==> src/rtl/pt_check.sv <==
// Plaintext acceptance checker: scans a length-prefixed message in pt_mem and
// reports whether every message byte is printable, plus the first bad address.
module pt_check #(
  parameter logic [7:0] LO_CHAR = 8'h20,
  parameter logic [7:0] HI_CHAR = 8'h7E
) (
  input  logic       clk,
  input  logic       rst_n,
  input  logic       en,
  output logic       rdy,
  output logic [7:0] pt_addr,
  input  logic [7:0] pt_rddata,
  output logic       valid,
  output logic [7:0] bad_addr,
  output logic [1:0] state
);

  // Handshake: a scan starts on any rising edge where en=1 and rdy=1; en while
  // rdy=0 is dropped. Results are stable whenever rdy=1.
  typedef enum logic [1:0] {
    S_IDLE  = 2'd0,
    S_READ  = 2'd1,
    S_CHECK = 2'd2
  } state_t;

  state_t     cur;
  state_t     nxt;
  logic [7:0] idx;
  logic [7:0] len;
  logic       in_range;

  assign in_range = (pt_rddata >= LO_CHAR) && (pt_rddata <= HI_CHAR);

  always_ff @(posedge clk) begin
    if (!rst_n) begin
      cur <= S_IDLE;
    end else begin
      cur <= nxt;
    end
  end

  always_comb begin
    nxt = cur;
    case (cur)
      S_IDLE: begin
        if (en) begin
          nxt = S_READ;
        end
      end
      S_READ: begin
        nxt = S_CHECK;
      end
      S_CHECK: begin
        if (idx == 8'd0) begin
          nxt = (pt_rddata == 8'd0) ? S_IDLE : S_READ;
        end else if (!in_range || (idx == len)) begin
          nxt = S_IDLE;
        end else begin
          nxt = S_READ;
        end
      end
      default: begin
        nxt = S_IDLE;
      end
    endcase
  end

  always_comb begin
    rdy   = (cur == S_IDLE);
    state = cur;
  end

  // idx+1 is only taken while idx < len <= 255, so the 8-bit increment never wraps.
  always_ff @(posedge clk) begin
    if (!rst_n) begin
      pt_addr  <= 8'd0;
      valid    <= 1'b0;
      bad_addr <= 8'd0;
      idx      <= 8'd0;
      len      <= 8'd0;
    end else begin
      case (cur)
        S_IDLE: begin
          if (en) begin
            pt_addr  <= 8'd0;
            valid    <= 1'b0;
            bad_addr <= 8'd0;
            idx      <= 8'd0;
          end
        end
        S_CHECK: begin
          if (idx == 8'd0) begin
            len <= pt_rddata;
            if (pt_rddata == 8'd0) begin
              valid <= 1'b1;
            end else begin
              pt_addr <= 8'd1;
              idx     <= 8'd1;
            end
          end else if (!in_range) begin
            valid    <= 1'b0;
            bad_addr <= idx;
          end else if (idx == len) begin
            valid <= 1'b1;
          end else begin
            pt_addr <= idx + 8'd1;
            idx     <= idx + 8'd1;
          end
        end
        default: begin
        end
      endcase
    end
  end

endmodule

==> config.mk <==
export PLATFORM = sky130hd
export DESIGN_NAME = pt_check
export DESIGN_NICKNAME = d
export VERILOG_FILES = /design/src/rtl/pt_check.sv
export SDC_FILE = /design/constraint.sdc
export NUM_CORES = 1
export LEC_CHECK = 0
export BUFFER_PORTS_ARGS = -buffer_cell sky130_fd_sc_hd__buf_2
export CORE_MARGIN = 2
export CORE_UTILIZATION = 30
export DETAILED_ROUTE_END_ITERATION = 10
export PLACE_DENSITY = 0.56
export REMOVE_ABC_BUFFERS = 1
export SYNTH_ARGS = -nofsm -noshare
export SYNTH_HDL_FRONTEND = slang
export SYNTH_SLANG_ARGS = --single-unit
export TNS_END_PERCENT = 5
==> constraint.sdc <==
create_clock -name clk -period 2.8 [get_ports clk]
set_input_delay 0.28 -clock clk [delete_from_list [all_inputs] [get_ports clk]]
set_output_delay 0.28 -clock clk [all_outputs]
set_load 0.01 [all_outputs]
==> impl_results.md, run 1 <==
- Vias in the first global route: between 1000 and 1500
- Drt drc: 0
- Final HPWL DP: 2490 um
- I/O pins: 31
- Cell count after synthesis: 150
- Yosys reg bits: 27
- Vias per inst: approximately 5.2
- Post-cts repair resize count: 0
- Pwr/cell area: roughly 430 mW/mm^2
- Clock buffer count from CTS: 3
- Startpoint types: register
- Post-synthesis compound-gate area fraction: approximately a quarter
- DRT Wirelength: between 3000 and 4000 um
- Async set or reset register ratio after synthesis: 0%
- Max H-tree Level: 1
- Port Buffers: 30
- CP Data Arrival Time: roughly 2.3 ns
- Initial core utilization: between 30% and 40%
- CTS root buf: clkbuf_8
- CTS Buffer Depth: 2
- Final setup TNS: 0 ns
- Largest family of logic cells by synthesized area: simple AND/OR/NAND/NOR gates
- Via Count: approximately 1200
- Relative slew slack: just over 60%
- Die H: 71.3 um
- GR Overflow Total: 0
- RSZ-0062 raised after global routing: false
- CP Launch Point: idx[0]
- EDFF count, synth: 0
- GRT Total Usage: between 10 and 15%
- R2r startpoint: idx[0]
- Met1 Track Usage GR: 19.9%
- Critical path class: register to register
- Adder-cell share of the synthesized area: between 1.5 and 2%
- Hold Path Class: input pin to register
- Fin crit share: between 70% and 80%
- Layout cell share with drive strength beyond 1: approximately a quarter
- CP required: slightly above 3 ns
- Slew @ Worst Pin: between 0.5 and 0.6 ns
- Die X: 71.3 um
- CTS tree: built
- M2 GR Usage: 22.6%
- Skew final: around 0.011 ns
- Outcome: complete, no violations
- Synth cell types: 40
- Drt wl/cell: 15.0 um
- Largest net degree at the start of global routing: 18
- CP max FO: 13
- Synth Area in XOR/XNOR: 5.16%
- Min-delay src: pt_rddata[4]
- Simple-Gate Fraction of Synth Area: roughly 25%
- Fin. max-slew vios: 0
- Leakage: between 0.7 and 0.8 nW
- Synth top cells by count: dfxtp_1, nand2_1, nand3_1
- Most used DFF post-synth: dfxtp_1
- Row count: 24
- Max Fclk: about 470 MHz
- Worst skew pair latency: roughly 0.28 ns
- Die ar.: about 0.0051 sq mm
- Clk sink count: 27
- Max Cap Viol: 0
- Dominant cells by area after synthesis: dfxtp_1, a22o_1, xor2_1, nand2_1, nand3_1
- First-pass GRT wire length: 5710 um
- Most Crowded Layer GR: met2
- Multiplexer share of the synthesized area: under 10%
- Core ar.: between 0.004 and 0.005 sq mm
- ANT nets after route: 0
- Nets: just under 200
- CP Capture Type: register
- Maximum VDD drop: about 0.17 mV
- GR met3 Demand/Resource: 2.25%
- Top cell type by total area after synthesis: dfxtp_1
- Area growth syn-to-layout: 19.0%
- Min Tclk post-route: about 2.1 ns
- # diodes: 0
- Yosys top cell area share: about two fifths
- Yosys Warn Count: 0
- Seq/Total Area, Yosys: between 30% and 40%
- Hold buffers post-CTS: 0
- Placer Congestion: about 0.77
- Initial antenna violation count: 0
- Detailed Routing Iterations Pass 1: 4
- Syn Area/Cell: 9.06 sq um
- Most frequent cell after synthesis: dfxtp_1
- Hold Fails Final Rpt: 0
- Synth Cell Area: roughly 0.0014 sq mm
- CTS clk-pin slew, worst paths: roughly 0.1 ns
- # setup viols final: 0
- Worst hold slack: roughly 0.28 ns
- Setup Fix Bufs, Post-CTS: 0
- Initial DRC count: ~60
==> kinds of logic (layout without fill, tap and decap cells) <==
logic type,Yosys count,in the layout
AND/OR/NAND/NOR,61,61
adder cells (fa/ha/maj),2,2
buffers and inverters,12,44
XOR/XNOR,8,8
flip-flops,27,27
AO/OA/AOI/OAI,38,38
multiplexers,2,2
==> final cells by class <==
cell class	instances	area, sq um
inverters	8	30.0
multi-input cells	111	769
clock inverters	1	5.00
clock buffers	3	41.3
fillers	465	2740
repair buffers	32	165
well taps	52	65.1
flip-flops and latches	27	541
==> report_power, final <==
group          internal, W  leakage (nW)  switching [W]
registers         0.000390         0.218     0.00000573
logic            0.0000293         0.463      0.0000484
clock network     0.000100        0.0255       0.000128
total             0.000519         0.706       0.000182
==> cells in the final DEF, fill, tap and decap left out, types with 3 or more instances in the layout <==
master    count
buf_2        30
dfxtp_1      27
nand2_1      17
nand3_1      12
inv_1         8
nor2_1        8
xor2_1        8
a22o_1        8
a21boi_0      8
nor4_1        4
o211ai_1      4
or3_1         3
and3_1        3
a31oi_1       3
clkbuf_8      3
==> flip-flops by register name, indices dropped and copies added (netlist names) <==
register / cells
len: 8
valid: 1
state: 2
bad_addr: 8
idx: 8
==> final timing paths <==
kind                                    end  slack, ns  cells after the start
worst max-delay path            bad_addr[7]       0.69                      7
worst max register to register  bad_addr[7]       0.69                      7
worst min-delay path                 len[4]       0.28                      3
worst min register to register  bad_addr[2]       0.48                      1
==> per-layer routing <==
metal  wire (um)  up-vias  share of wire (%)
li1            -      607                  -
met3         153        5                4.4
met5           0        -                  0
met1        1680      569                 48
met4          57        0                1.6
met2        1620       28                 46
==> worst max-delay path, stage by stage (launching register included) <==
cell and delay, ns:
dfxtp_1 0.40, inv_1 0.10, ha_1 0.14, or4b_4 0.50, nor2_4 0.31, o21ai_2 0.13, a21boi_4 0.30, a22o_1 0.18
==> through the flow <==
stage | instances | total power [W] | instance area [sq um] | setup WS, ns | utilization (%)
after floorplan | 146 | 0.000452 | 1340 | 0.919 | -
after global placement | 230 | 0.000481 | 1570 | 0.767 | 36.1
after detailed placement | 230 | 0.000482 | 1570 | 0.725 | 36.1
after CTS | 234 | 0.000707 | 1620 | 0.682 | 37.1
after global routing | 234 | 0.000728 | 1620 | 0.540 | 37.1
final | 234 | 0.000701 | 1620 | 0.691 | 37.1
Note: power is estimated with default switching activity, not from simulation.
==> inputs of run 2 (changes only) <==
--- a/config.mk
+++ b/config.mk
@@ -9,7 +9,7 @@
 export CORE_MARGIN = 2
 export CORE_UTILIZATION = 30
 export DETAILED_ROUTE_END_ITERATION = 10
-export PLACE_DENSITY = 0.56
+export PLACE_DENSITY = 0.58
 export REMOVE_ABC_BUFFERS = 1
 export SYNTH_ARGS = -nofsm -noshare
 export SYNTH_HDL_FRONTEND = slang
==> constraint.sdc (replaced) <==
create_clock -name clk -period 1.9 [get_ports clk]
set_input_delay 0.19 -clock clk [delete_from_list [all_inputs] [get_ports clk]]
set_output_delay 0.19 -clock clk [all_outputs]
set_load 0.01 [all_outputs]
==> run 2 against run 1 <==
Against the previous run: sequential cell count stayed put; critical endpoint is now idx[3]; clock-buffer cell count is 1 higher; combinational power increased by 72%; register-to-register slack got worse by 0.66 ns; routed wire length increased by 0.71%; sequential share of layout area down 2.1 points; largest cell class unchanged; via count up 4.9%; utilization up 2.5 points.
==> impl_results.md, run 2 (synthesis gave the netlist of run 1 again) <==
- CP Capture Type: register
- Placed Area: 0.00165 sq mm
- CP Data Arrival Time: 2.02 ns
- Clock buffer count from CTS: 3
- Crit-path slowest cell: or4b_4
- Final HPWL DP: between 2000 and 3000 um
- R2r startpoint: idx[0]
- Maximum VDD drop: around 0.25 mV
- First-pass GRT wire length: about 5700 um
- Setup Fix Bufs, Post-CTS: 0
- Row count: 24
- Startpoint types: register
- Most common cell after layout, fill and taps aside: buf_2
- # diodes: 0
- Fin. max-slew vios: 0
- Port Buffers: 30
- I/O pins: 31
- ANT nets after route: 0
- Fin crit share: a little over nine tenths
- Hold Fails Final Rpt: 0
- Initial antenna violation count: 0
- CTS Buffer Depth: 2
- Psw: about 0.00027 W
- GR Overflow Total: 0
- Leakage: 0.769 nW
- Vias in the first global route: between 1000 and 1500
- Design area: roughly 0.0017 sq mm
- Clk pwr share: a little under a third
- Nets: between 200 and 250
- GRT Total Usage: 14.0%
- CP max FO: 5
- Drt wl/cell: 14.4 um
- Clk sink count: 27
- Hold buffers post-CTS: 0
- CTS tree: built
- Max H-tree Level: 1
- Largest regs: bad_addr: 8 flops, idx: 8 flops, len: 8 flops
- CTS root buf: clkbuf_8
- Area growth syn-to-layout: 27.1%
- Commonest non-fill, non-tap cells in the layout: buf_2, dfxtp_1, nand2_1
- CP Launch Point: idx[0]
- Min-delay src: pt_rddata[4]
- Initial core utilization: 31.2%
- Initial DRC count: 84
- Detailed Routing Iterations Pass 1: 4
- Largest net degree at the start of global routing: 17
- Util after Layout: 39.7%
- Critical path's largest stage delay: about 0.50 ns
- Placer Congestion: approximately 0.86
- Worst-path cell chain: inv_1, ha_1, or4b_4, or2_4, and3_4, nand2_1, o221ai_1
- Via Count: 1268
- Die ar.: 0.00508 sq mm
- Die H: 71.3 um
- Worst skew pair latency: 0.27 ns
- Final setup TNS: 0 ns
- Pwr/cell area: approximately 610 mW/mm^2
- Drt drc: 0
- Layout cell share with drive strength beyond 1: 30.9%
- Die X: a little over 70 um
- DRT Wirelength: roughly 3500 um
- P_int: roughly 0.0008 W
- Vias per inst: a little over 5
- Max Cap Viol: 0
- RSZ-0062 raised after global routing: true
- Switch share: around 26%
- Max Fclk: about 540 MHz
- CTS clk-pin slew, worst paths: about 0.090 ns
- Outcome: complete, no violations
- Sequential share of power: 55.6%
- # setup viols final: 0
- Critical path class: register to register
- Combinational share of power: between 10% and 20%
- Slew @ Worst Pin: 0.429 ns
- CP required: around 2 ns
- Core ar.: roughly 0.0044 sq mm
- Min Tclk post-route: between 1.5 and 2 ns
- Hold Path Class: input pin to register
- Skew final: approximately 0.0030 ns
- Relative slew slack: ~71%
run 2: cell types whose count changed in the layout (fill, tap and decap cells not counted):
cell / delta
buf_4: +11
a21boi_2: +1
clkbuf_1: +1
clkinv_2: -1
o211ai_2: -1
o211ai_4: +1
o221ai_1: -1
o221ai_2: +1
or2_1: -1
or2_4: +1
run 2: area by class of cell:
cell class	instances	area, sq um
inverter	8	30.0
sequential	27	541
timing repair buffer	43	248
fill	451	2630
clock buffer	4	45.0
multi-input combinational	112	798
tap	52	65.1
run 2: worst paths after layout:
check / endpoint / slack, ns / depth (start not counted)
worst min register to register: valid / 0.47 / 1
worst max register to register: idx[3] / 0.03 / 7
worst max-delay path: idx[3] / 0.03 / 7
worst min-delay path: len[4] / 0.19 / 3
run 2: routing by layer:
metal	vias to the layer above	part of all wire, %	wire, um	GRT usage, %
li1	638	-	-	-
met4	0	0.40	14	3.35
met5	-	0	0	0
met1	598	48	1700	20.2
met3	2	4.2	148	2.39
met2	30	47	1670	22.0
run 2: worst max-delay path, delay by kind of cell (launching register included):
kind	cells	cell delay [ns]
buffers and inverters	1	0.07
DFF	1	0.32
AOI/OAI and AO/OA	1	0.13
and+or+nand+nor	4	1.09
adders and majority gates	1	0.15
run 2: through the flow:
| stage | hold WS, ns | instances | power (W) | setup WS (ns) |
|---|---|---|---|---|
| finish | 0.187 | 246 | 0.00105 | 0.0332 |
| global route | 0.196 | 246 | 0.00109 | -0.0281 |
| CTS | 0.185 | 245 | 0.00105 | 0.0261 |
| detailed placement | 0.452 | 241 | 0.000721 | 0.0418 |
| global placement | 0.446 | 241 | 0.000720 | 0.0953 |
| floorplan | 0.324 | 146 | 0.000666 | 0.0188 |
run 2: power groups by stage:
stage | combinational [W] | clock (W) | sequential [W]
5_1_grt | 0.000147 | 0.000362 | 0.000583
6_report | 0.000134 | 0.000331 | 0.000581
2_1_floorplan | 0.0000707 | 0 | 0.000595
3_5_place_dp | 0.000126 | 0 | 0.000595
4_1_cts | 0.000127 | 0.000340 | 0.000582
3_3_place_gp | 0.000125 | 0 | 0.000595
run 2: timing repair:
| action | CTS | global route |
|---|---|---|
| setup endpoints to repair | 0 | 17 |
| hold endpoints to repair | 0 | 0 |
| resized for setup | 0 | 3 |
==> inputs of run 3 (changes only) <==
--- a/config.mk
+++ b/config.mk
@@ -7,9 +7,9 @@
 export LEC_CHECK = 0
 export BUFFER_PORTS_ARGS = -buffer_cell sky130_fd_sc_hd__buf_2
 export CORE_MARGIN = 2
-export CORE_UTILIZATION = 30
+export CORE_UTILIZATION = 31
 export DETAILED_ROUTE_END_ITERATION = 10
-export PLACE_DENSITY = 0.58
+export PLACE_DENSITY = 0.6
 export REMOVE_ABC_BUFFERS = 1
 export SYNTH_ARGS = -nofsm -noshare
 export SYNTH_HDL_FRONTEND = slang
==> run 3 against run 2 <==
Against the previous run: routed wire length shrank 2.1%; worst setup slack improved by 0.033 ns; register-to-register slack improved by 0.03 ns; critical path type unchanged; largest power group unchanged.
==> impl_results.md, run 3 (synthesis gave the netlist of run 1 again) <==
- CTS clk-pin slew, worst paths: 0.10 ns
- Layout cell share with drive strength beyond 1: ~31%
- Initial antenna violation count: 0
- Vias in the first global route: about 1200
- Largest regs: bad_addr: 8 flops, idx: 8 flops, len: 8 flops
- Outcome: complete, no violations
- Hold Fails Final Rpt: 0
- GRT Total Usage: 14.4%
- GR Overflow Total: 0
- RSZ-0062 raised after global routing: true
- Commonest non-fill, non-tap cells in the layout: buf_2, dfxtp_1, nand2_1
- Design area: 0.00172 sq mm
- Final worst setup slack: between 0.06 and 0.07 ns
- I/O pins: 31
- Relative slew slack: approximately 73%
- Leakage: ~0.76 nW
- Inst Count DP: 241
- WHS Endpoint: len[4]
- Fin crit share: a little over nine tenths
- Pwr/cell area: around 600 mW/mm^2
- CP Data Arrival Time: between 1.5 and 2 ns
- Hold Path Stages: 3
- Placed Area: 0.00165 sq mm
- Placer Congestion: ~0.81
- Pre-CTS WS: around 0.075 ns
- Vias per inst: around 5.0
- Critical path class: register to register
- Drt drc: 0
- Worst skew pair latency: ~0.28 ns
- CTS Buffer Depth: 2
- Max Fclk: roughly 550 MHz
- Cells on worst reg2reg path: 7
- Util after Layout: between 30% and 40%
- Final HPWL DP: 2620 um
- R2R Setup Slk: about 0.067 ns
- Die H: 70.2 um
- CP Capture Type: register
- CP required: between 2 and 2.5 ns
- CTS root buf: clkbuf_8
- DRT Wirelength: around 3500 um
- Total power: between 0.001 and 0.0015 W
- Area growth syn-to-layout: 26.2%
- Clock buffer count from CTS: 3
- Maximum VDD drop: 0.253 mV
- Drt wl/cell: 14.1 um
- CTS tree: built
- Clk sink count: 27
- Met2 WL: 1690 um
- ANT nets after route: 0
- Via Count: between 1000 and 1500
- R2r startpoint: idx[0]
- Die ar.: about 0.005 sq mm
- First-pass GRT wire length: 5610 um
- Die X: ~70 um
- # diodes: 0
- Slew @ Worst Pin: roughly 0.4 ns
- Min Tclk post-route: about 1.8 ns
- Nets: between 200 and 250
- Detailed Routing Iterations Pass 1: 4
- Port Buffers: 30
- Min-delay src: pt_rddata[4]
- Initial DRC count: 99
- DR top layer: met4
- Max Cap Viol: 0
- Routed wl met3: roughly 73 um
- CP max FO: 6
- Row count: 24
- Fin cells: about 250
- Hold Path Class: input pin to register
- Core ar.: between 0.004 and 0.005 sq mm
- Startpoint types: register
- Initial core utilization: between 30% and 40%
- Max H-tree Level: 1
- Skew final: 0.00950 ns
- Met1 WL: approximately 1600 um
- # setup viols final: 0
- FF-to-FF End: idx[3]
- Largest net degree at the start of global routing: 17
- Most common cell after layout, fill and taps aside: buf_2
- Fin. max-slew vios: 0
run 3: cell count changes in the layout (fill, tap and decap cells not counted), sizes merged:
cell / previous run / this run
clkbuf: 4 / 3
clkinvlp: 0 / 1
run 3: area by class of cell:
type                       count  area (sq um)
fill                         457          2580
clock inverter                 1          7.51
inverter                       8          30.0
sequential                    27           541
tap                           52          65.1
timing repair buffer          43           248
multi-input combinational    112           783
clock buffer                   3          41.3
run 3: repair_timing:
action	CTS	global route
hold buffers	0	0
endpoints found under the hold margin	0	0
setup buffers	0	0
resized for setup	0	1
setup endpoints to repair	0	16
run 3: worst max path at each step:
stage / from / endpoint / cells after the start
floorplan: idx[0] / bad_addr[4] / 7
global placement: idx[0] / idx[6] / 7
detailed placement: idx[0] / idx[5] / 7
CTS: idx[0] / idx[6] / 7
global route: idx[0] / idx[3] / 7
finish: idx[0] / idx[3] / 7
run 3: metrics by stage:
step           hold WS (ns)  setup TNS, ns
3_5_place_dp          0.452              0
2_1_floorplan         0.324              0
6_report              0.183              0
5_1_grt               0.194        -0.0114
3_3_place_gp          0.454              0
4_1_cts               0.184              0
run 3: routing by layer:
layer,vias up,GRT usage (%)
li1,639,-
met1,569,18.1
met2,21,24.1
met3,4,1.88
met4,0,7.05
met5,-,0
run 3: power breakdown:
part           switching [W]  total [W]  internal (W)  leakage [nW]
Clock               0.000193   0.000343      0.000149        0.0217
Sequential        0.00000754   0.000582      0.000574         0.218
Combinational      0.0000767   0.000130     0.0000534         0.523
Total               0.000278    0.00105      0.000777         0.762
run 3: worst max-delay path: stages, from the launching register on:
cell and delay [ns]:
dfxtp_1 0.32, inv_1 0.07, ha_1 0.13, or4b_4 0.49, a211oi_2 0.27, o21ai_2 0.11, o211ai_2 0.15, o221ai_1 0.16
